**config.mk**
```make
export PLATFORM = sky130hd
export DESIGN_NAME = posit_add_scheduler
export DESIGN_NICKNAME = d
export VERILOG_FILES = /design/src/rtl/posit_add_scheduler.sv
export SDC_FILE = /design/constraint.sdc
export NUM_CORES = 1
export LEC_CHECK = 0
export CORE_UTILIZATION = 30
export DETAILED_ROUTE_END_ITERATION = 8
export GPL_TIMING_DRIVEN = 0
export PLACE_DENSITY = 0.62
export SETUP_SLACK_MARGIN = 0.2
export SYNTH_ARGS = -nofsm -noshare
export SYNTH_HDL_FRONTEND = slang
export SYNTH_SLANG_ARGS = --single-unit
```
**constraint.sdc**
```tcl
create_clock -name clk -period 4.3 [get_ports clk]
set_clock_uncertainty 0.15 [all_clocks]
set_input_delay 0.86 -clock clk [delete_from_list [all_inputs] [get_ports clk]]
set_output_delay 0.86 -clock clk [all_outputs]
set_load 0.02 [all_outputs]
```
**src/rtl/posit_add_scheduler.sv**
```systemverilog
// posit_add_scheduler
// Shares one fixed-latency posit adder among NUM_REQ requesters. A
// round-robin arbiter issues at most one operation per cycle, each requester
// may have only one operation outstanding, and a shadow pipeline carries the
// requester tag alongside the adder so that every sum lands in the response
// slot of the requester that issued it. Sums are opaque bit patterns.

module posit_add_scheduler #(
    parameter int WIDTH   = 7,
    parameter int NUM_REQ = 4,
    parameter int LAT     = 2
) (
    input  logic                       clk,
    input  logic                       rst,
    input  logic [NUM_REQ-1:0]         req_valid,
    output logic [NUM_REQ-1:0]         req_ready,
    input  logic [NUM_REQ*WIDTH-1:0]   req_a,
    input  logic [NUM_REQ*WIDTH-1:0]   req_b,
    output logic                       add_valid,
    output logic [WIDTH-1:0]           add_a,
    output logic [WIDTH-1:0]           add_b,
    input  logic [WIDTH-1:0]           add_result,
    output logic [NUM_REQ-1:0]         resp_valid,
    input  logic [NUM_REQ-1:0]         resp_ready,
    output logic [NUM_REQ*WIDTH-1:0]   resp_data,
    output logic                       idle,
    output logic [15:0]                op_count
);

    localparam int TW = $clog2(NUM_REQ);

    logic [TW-1:0]      rr_ptr;
    logic [NUM_REQ-1:0] inflight;
    logic [NUM_REQ-1:0] busy;
    logic [NUM_REQ-1:0] elig;
    logic [LAT-1:0]     shadow_v;
    logic [TW-1:0]      shadow_tag [LAT];

    logic               grant_found;
    logic [TW-1:0]      grant_idx;
    logic [TW-1:0]      scan_idx;
    logic [TW-1:0]      next_ptr;
    logic               comp_v;
    logic [TW-1:0]      comp_tag;

    // A requester holding an op in flight or an unconsumed result may not
    // issue again; both terms are registered, so there is no bypass.
    assign busy = inflight | resp_valid;
    assign elig = req_valid & ~busy;

    // The last shadow stage lines up with add_result for the op it tracks.
    assign comp_v   = shadow_v[LAT-1];
    assign comp_tag = shadow_tag[LAT-1];

    assign idle = ~|inflight & ~|resp_valid & ~|shadow_v;

    // Round-robin search: first eligible index starting at rr_ptr, wrapping.
    always_comb begin
        grant_found = 1'b0;
        grant_idx   = '0;
        scan_idx    = '0;
        for (int k = 0; k < NUM_REQ; k++) begin
            scan_idx = TW'((int'(rr_ptr) + k) % NUM_REQ);
            if (!grant_found && elig[scan_idx]) begin
                grant_found = 1'b1;
                grant_idx   = scan_idx;
            end
        end
    end

    // One-hot grant plus the operand mux feeding the shared adder.
    always_comb begin
        req_ready = '0;
        add_a     = '0;
        add_b     = '0;
        for (int i = 0; i < NUM_REQ; i++) begin
            if (grant_found && grant_idx == TW'(i)) begin
                req_ready[i] = 1'b1;
                add_a        = req_a[i*WIDTH +: WIDTH];
                add_b        = req_b[i*WIDTH +: WIDTH];
            end
        end
    end

    assign add_valid = grant_found;

    // Pointer moves to the slot just after the winner, wrapping at NUM_REQ.
    always_comb begin
        if (grant_idx == TW'(NUM_REQ - 1)) begin
            next_ptr = '0;
        end else begin
            next_ptr = grant_idx + TW'(1);
        end
    end

    // Arbitration pointer and the tag pipeline that shadows the adder.
    always_ff @(posedge clk) begin
        if (rst) begin
            rr_ptr   <= '0;
            shadow_v <= '0;
            for (int s = 0; s < LAT; s++) begin
                shadow_tag[s] <= '0;
            end
        end else begin
            if (grant_found) begin
                rr_ptr <= next_ptr;
            end
            shadow_v[0]   <= grant_found;
            shadow_tag[0] <= grant_idx;
            for (int s = 1; s < LAT; s++) begin
                shadow_v[s]   <= shadow_v[s-1];
                shadow_tag[s] <= shadow_tag[s-1];
            end
        end
    end

    // Per-requester bookkeeping: issue marks in flight, completion fills the
    // response slot, and the response handshake frees the slot again.
    always_ff @(posedge clk) begin
        if (rst) begin
            inflight   <= '0;
            resp_valid <= '0;
            resp_data  <= '0;
        end else begin
            for (int i = 0; i < NUM_REQ; i++) begin
                if (grant_found && grant_idx == TW'(i)) begin
                    inflight[i] <= 1'b1;
                end else if (comp_v && comp_tag == TW'(i)) begin
                    inflight[i] <= 1'b0;
                end
                if (comp_v && comp_tag == TW'(i)) begin
                    resp_valid[i]               <= 1'b1;
                    resp_data[i*WIDTH +: WIDTH] <= add_result;
                end else if (resp_valid[i] && resp_ready[i]) begin
                    resp_valid[i] <= 1'b0;
                end
            end
        end
    end

    // Completed-operation counter that sticks at its maximum value.
    always_ff @(posedge clk) begin
        if (rst) begin
            op_count <= '0;
        end else if (comp_v && op_count != 16'hFFFF) begin
            op_count <= op_count + 16'd1;
        end
    end

endmodule
```
* Word-level counts from Yosys, hierarchy flattened
Memory sizes are Yosys's and may differ from the RTL's. Index checks and enable logic that the tools add are counted.
Cells by class: mux-type cells 50, add/subtract/negate cells 5, equality and inequality tests 7, bitwise logic cells 7, $lt $le $gt $ge 4, reductions and logical operators 35
Operator list (number):
- 2-to-1 mux 7 bit | 8
- 2-to-1 mux 1 bit | 31
- adder 16 x 1 -> 16 bit (second input constant) | 1
- logical AND 1 bit | 16
- inequality test 16 bit (second input constant) | 1
- nonzero test 2 bit | 8
- 2-to-1 mux 2 bit | 7
- less-than comparator 2 x 3 -> 1 bit (second input constant) | 4
- binary-select mux 1 bit (select 2 bit) | 4
- == test 2 bit (second input constant) | 4
- OR reduction 4 bit | 2
- logical NOT 1 bit | 6
- adder 2 x 1 -> 2 bit (second input constant) | 2
- adder 2 bit (second input constant) | 2
- AND 4 bit | 1
- == test 2 x 1 -> 1 bit (second input constant) | 2
- logical NOT 2 bit | 2
- inverter 4 bit | 1
- bitwise OR 4 bit | 1
- AND 1 bit | 2
- bitwise OR 1 bit | 2
- OR reduction 2 bit | 1
Word-level totals: bits in writable memories 4, output and inout bits 68, word-level logic and storage cells 124, bits of input ports 73, memories 1, bits in registers 56
Memory list:
- shadow_tag | words 2, bits a word 2, read ports 2, clocked after memory_dff 0, write ports 2, RTL line 37 | logic [TW-1:0] shadow_tag [LAT];

* Logic depth before layout (Yosys ltp)
word-level depth 21, depth in mapped cells 10, gate-level depth less buffers 9

* Worst setup path before layout
No wires, ideal clock.
path kind input to output, start in req_valid[1], end out add_a[6], buffers on the path 2, path slack 0.070 ns, data arrival time 3.220 ns, data required time 3.290 ns, stages 10, cells stage by stage nor3b_2 nor4_4 clkbuf_1 nor2_1 ha_1 clkbuf_1 nor2b_1 a221oi_1 a211o_1 a21oi_1
On the way: cells in the longest elaborated chain, start to end 19, elaborated cells on any way between the ends 35, classes of those cells eq/ne: 3; mux: 20; bitwise: 1; reduce/logical: 11
Ends and longest elaborated chain:
- from (decl) | RTL line 15 | input logic [NUM_REQ-1:0] req_valid,
- AND 4 bit * | RTL line 49 | assign elig = req_valid & ~busy;
- binary-select mux 1 bit (select 2 bit) | RTL line 64 | if (!grant_found && elig[scan_idx]) begin
- 2-to-1 mux 1 bit (implied by the code) | RTL line 64
- 2-to-1 mux 1 bit | RTL line 64
- logical NOT 1 bit | RTL line 64
- logical AND 1 bit | RTL line 64
- 2-to-1 mux 1 bit | RTL line 64
- logical NOT 1 bit | RTL line 64
- (+2 left out)
- logical NOT 1 bit | RTL line 64
- logical AND 1 bit | RTL line 64
- 2-to-1 mux 2 bit * | RTL line 64
- named net grant_idx[0] | RTL line 40 | logic [TW-1:0] grant_idx;
- logical NOT 2 bit | RTL line 77 | if (grant_found && grant_idx == TW'(i)) begin
- logical AND 1 bit | RTL line 77
- 2-to-1 mux 7 bit (3 in series) | RTL line 77
- 2-to-1 mux 7 bit * | RTL line 77
- to (decl) | RTL line 20 | output logic [WIDTH-1:0] add_a,
The timed path passes the listed nets; every way through them passes the cells marked *. The select of a mux whose other input is x is not followed.

* Final worst setup path
start in req_valid[0], end out add_a[0]
Same word-level chain as after synthesis.

==> results by group <==
Yosys
  • Synth Cell Area: 3170 sq um
  • Synth Instances: 387
  • Synth async-reset ratio: 0%
  • Top-area cell type share of the netlist area: 37.8%
  • Avg Cell Area, Syn: 8.20 sq um
  • Synth warnings: 0
  • Commonest register cell after synthesis: dfxtp_1
  • Sequential area share after synthesis: 37.8%
  • Post-synth EDFFs: 0
  • Synth top area cells: dfxtp_1, a21oi_1, nand2_1, mux2i_1, nor2_1
  • Yosys reg bits: 60
  • Post-synth top cells: dfxtp_1, nand2_1, a21oi_1
  • Top-count cell post-synth: dfxtp_1
  • Netlist cell types: 54
  • Synth area leader: dfxtp_1
  • Post-Syn Nets: 465

Worst setup path
  • Worst r2r dst: inflight[1]$_SDFFE_PP0P_
  • Crit-path cells: buf_6 > or3b_4 > o221a_4 > o2bb2ai_4 > nor2_4 > ha_4 > clkbuf_16 > buf_8 > a221oi_2 > a211o_1 > a21oi_2 > buf_4
  • Critical Path Slowest Stage Cell: or3b_4
  • Critical path class: input port to output port
  • Startpoint Class: input port
  • Crit path required time: 3.29 ns
  • Worst path max stage delay: 0.39 ns
  • Worst reg2reg path depth: 9
  • Arrival @ worst endpoint: 3.04 ns
  • CP max FO: 8
  • Worst reg2reg setup slack: 1.92 ns
  • Crit end category: output port
  • FF-to-FF Start: resp_valid[0]$_SDFFE_PP0P_

Drt
  • Routed len/inst: 15.8 um
  • Iter 0 DRT Violations: 156
  • DRC: 0
  • Via count: 3,465
  • Final WL: 11,100 um
  • Final ANT Viol Nets: 0
  • DR vias/cell: 4.93
  • Pre-antenna DRT Iters: 5

Clock tree
  • CTS tree: yes
  • Clk root buf: clkbuf_8
  • # H-tree levels: 3
  • Worst-path clk slew: 0.07 ns
  • CTS Buf Count: 9
  • Clock sinks: 60
  • Skew-Pair Late Insertion Delay: 0.33 ns
  • Clock Tree Buf Depth: 2

STA
  • Slew @ Worst Pin: 0.690 ns
  • Setup TNS Final: 0 ns
  • Final period util: 94.2%
  • Slew Viols, Final: 0
  • Final setup viols: 0
  • RSZ-0062 raised after global routing: false
  • Crit path time final: 4.05 ns
  • Setup ws final: 0.251 ns
  • Worst slew margin: 54.0%
  • Final Hold Slack: 0.293 ns
  • Final Hold Viols: 0
  • Maximum clock rate: 247 MHz

Global routing
  • Initial antenna violation count: 0
  • M1 GR Usage: 23.8%
  • GR Util met2: 35.1%
  • First-pass GRT wire length: 17,500 um
  • Met3 Use GR: 5.55%
  • GR peak layer: met2
  • Gr usage total: 20.1%
  • Largest net degree at the start of global routing: 13
  • Vias in the first global route: 3,442
  • Total gr overflow: 0

Floorplanning
  • Full die area: 11,000 sq um
  • FP Rows: 37
  • Core area: 10,300 sq um
  • I/O Pins: 141
  • Die width: 105 um
  • Initial core utilization: 30.9%
  • Chip height: 105 um

Min path
  • Hold path cells: 1
  • Min-Delay Endpoint: shadow_tag[0][2]$_SDFF_PP0_
  • Worst hold path class: flop to flop
  • HP Start: shadow_tag[0][0]$_SDFF_PP0_

Place
  • Place WS: -1.28 ns
  • I/O Buffers: 140
  • RD Place Congestion: 0.821
  • Dpl cell area: 4760 sq um
  • Dpl hpwl: 7840 um

Pwr
  • Reg power frac: 20.5%
  • Pwr dens: 579 nW/um^2
  • Cell Int Power: 0.00192 W
  • Clock power frac: 15.6%
  • Combinational Power Share: 63.9%
  • Pleak: 2.21 nW
  • Switching share of total power: 40.4%
  • Switch Pwr: 0.00130 W
  • Peak supply drop: 0.318 mV

Outcome
  • Status: completed

Cells and area
  • Layout area overhead: 75.5%
  • Fraction of layout instances using a drive strength above 1: 23.8%
  • Fin nets: 640
  • Core Util, Final: 54.2%
  • Antenna cell count: 0
  • Final Cell Area: 5570 sq um

Flow run
  • Max Cap Viol: 0
critical path, delay by kind of cell:
kind | cells | cell delay [ns]
buffers and inverters | 4 | 0.53
AND/OR/NAND/NOR | 2 | 0.45
AO/OA/AOI/OAI | 5 | 1.00
adder cells (fa/ha/maj) | 1 | 0.17
cell usage in the layout (no fill, tap or decap), drive strengths merged, types with 3 or more instances in the layout:
| cell | n |
|---|---|
| a211o | 14 |
| a21oi | 43 |
| a221oi | 14 |
| a22oi | 3 |
| and2 | 4 |
| and3 | 3 |
| buf | 45 |
| clkbuf | 31 |
| clkdlybuf4s50 | 118 |
| clkinv | 3 |
| dfxtp | 60 |
| dlygate4sd2 | 4 |
| ha | 5 |
| inv | 22 |
| mux2 | 5 |
| mux2i | 14 |
| nand2 | 50 |
| nand2b | 4 |
| nand3 | 7 |
| nand4 | 4 |
| nor2 | 35 |
| nor2b | 21 |
| nor3 | 4 |
| nor3b | 5 |
| nor4 | 7 |
| o21ai | 5 |
| o31ai | 4 |
| or3 | 4 |
| or4 | 4 |
stage by stage:
stage,total power [W],cells
3_5_place_dp,0.00214,663
3_3_place_gp,0.00213,663
5_1_grt,0.00339,703
6_report,0.00323,703
4_1_cts,0.00306,700
2_1_floorplan,0.00154,387
sequential cells by signal (all words and copies together), names as in the netlist:
signal and flops:
shadow_tag 4, inflight 4, rr_ptr 2, shadow_v 2, resp_data 28, resp_valid 4, op_count 16
logic make-up (layout without fill, tap and decap cells):
group,Yosys count,in the layout,synth area share [%]
simple gates,163,163,28.3
compound gates,92,92,19.4
flops,60,60,37.8
buf+inv,47,227,5.99
mux,19,19,6.19
fa+ha+maj,5,5,1.97
xor+xnor,1,1,0.276
worst max-delay path by stage:
stage | cells after the start | startpoint | slack (ns) | end
3_5_place_dp | 12 | req_valid[2] | -1.28 | add_a[0]
4_1_cts | 12 | req_valid[0] | 0.21 | add_a[0]
6_report | 12 | req_valid[0] | 0.25 | add_a[0]
2_1_floorplan | 10 | req_valid[2] | 0.19 | add_a[1]
5_1_grt | 12 | req_valid[0] | 0.20 | add_b[4]
3_3_place_gp | 12 | req_valid[2] | -1.27 | add_b[5]
layout make-up:
| cell class | instances | area [sq um] |
|---|---|---|
| fill | 1004 | 4710 |
| multi-input combinational | 280 | 2110 |
| timing repair buffer | 164 | 1570 |
| sequential | 60 | 1200 |
| buffer | 26 | 244 |
| tap | 136 | 170 |
| clock buffer | 9 | 124 |
| inverter | 21 | 81.3 |
| clock inverter | 7 | 76.3 |
repair_timing:
action,in CTS,in global routing
hold buffers,0,0
gates cloned,4,0
setup endpoints to repair,18,15
pin swaps,19,16
resized for setup,149,37
buffers inserted,17,3
routing by layer:
metal  up-vias  share of wire (%)
met5         -                  0
met4         0                1.7
met3        19                5.4
met2        95                 51
met1      1629                 42
li1       1722                  -
power groups by stage:
stage | combinational [W] | sequential, W | clock (W)
2_1_floorplan | 0.000879 | 0.000662 | 0
3_3_place_gp | 0.00148 | 0.000655 | 0
3_5_place_dp | 0.00149 | 0.000656 | 0
4_1_cts | 0.00189 | 0.000656 | 0.000521
5_1_grt | 0.00218 | 0.000668 | 0.000545
6_report | 0.00206 | 0.000661 | 0.000504
Note: power is estimated with default switching activity, not from simulation.
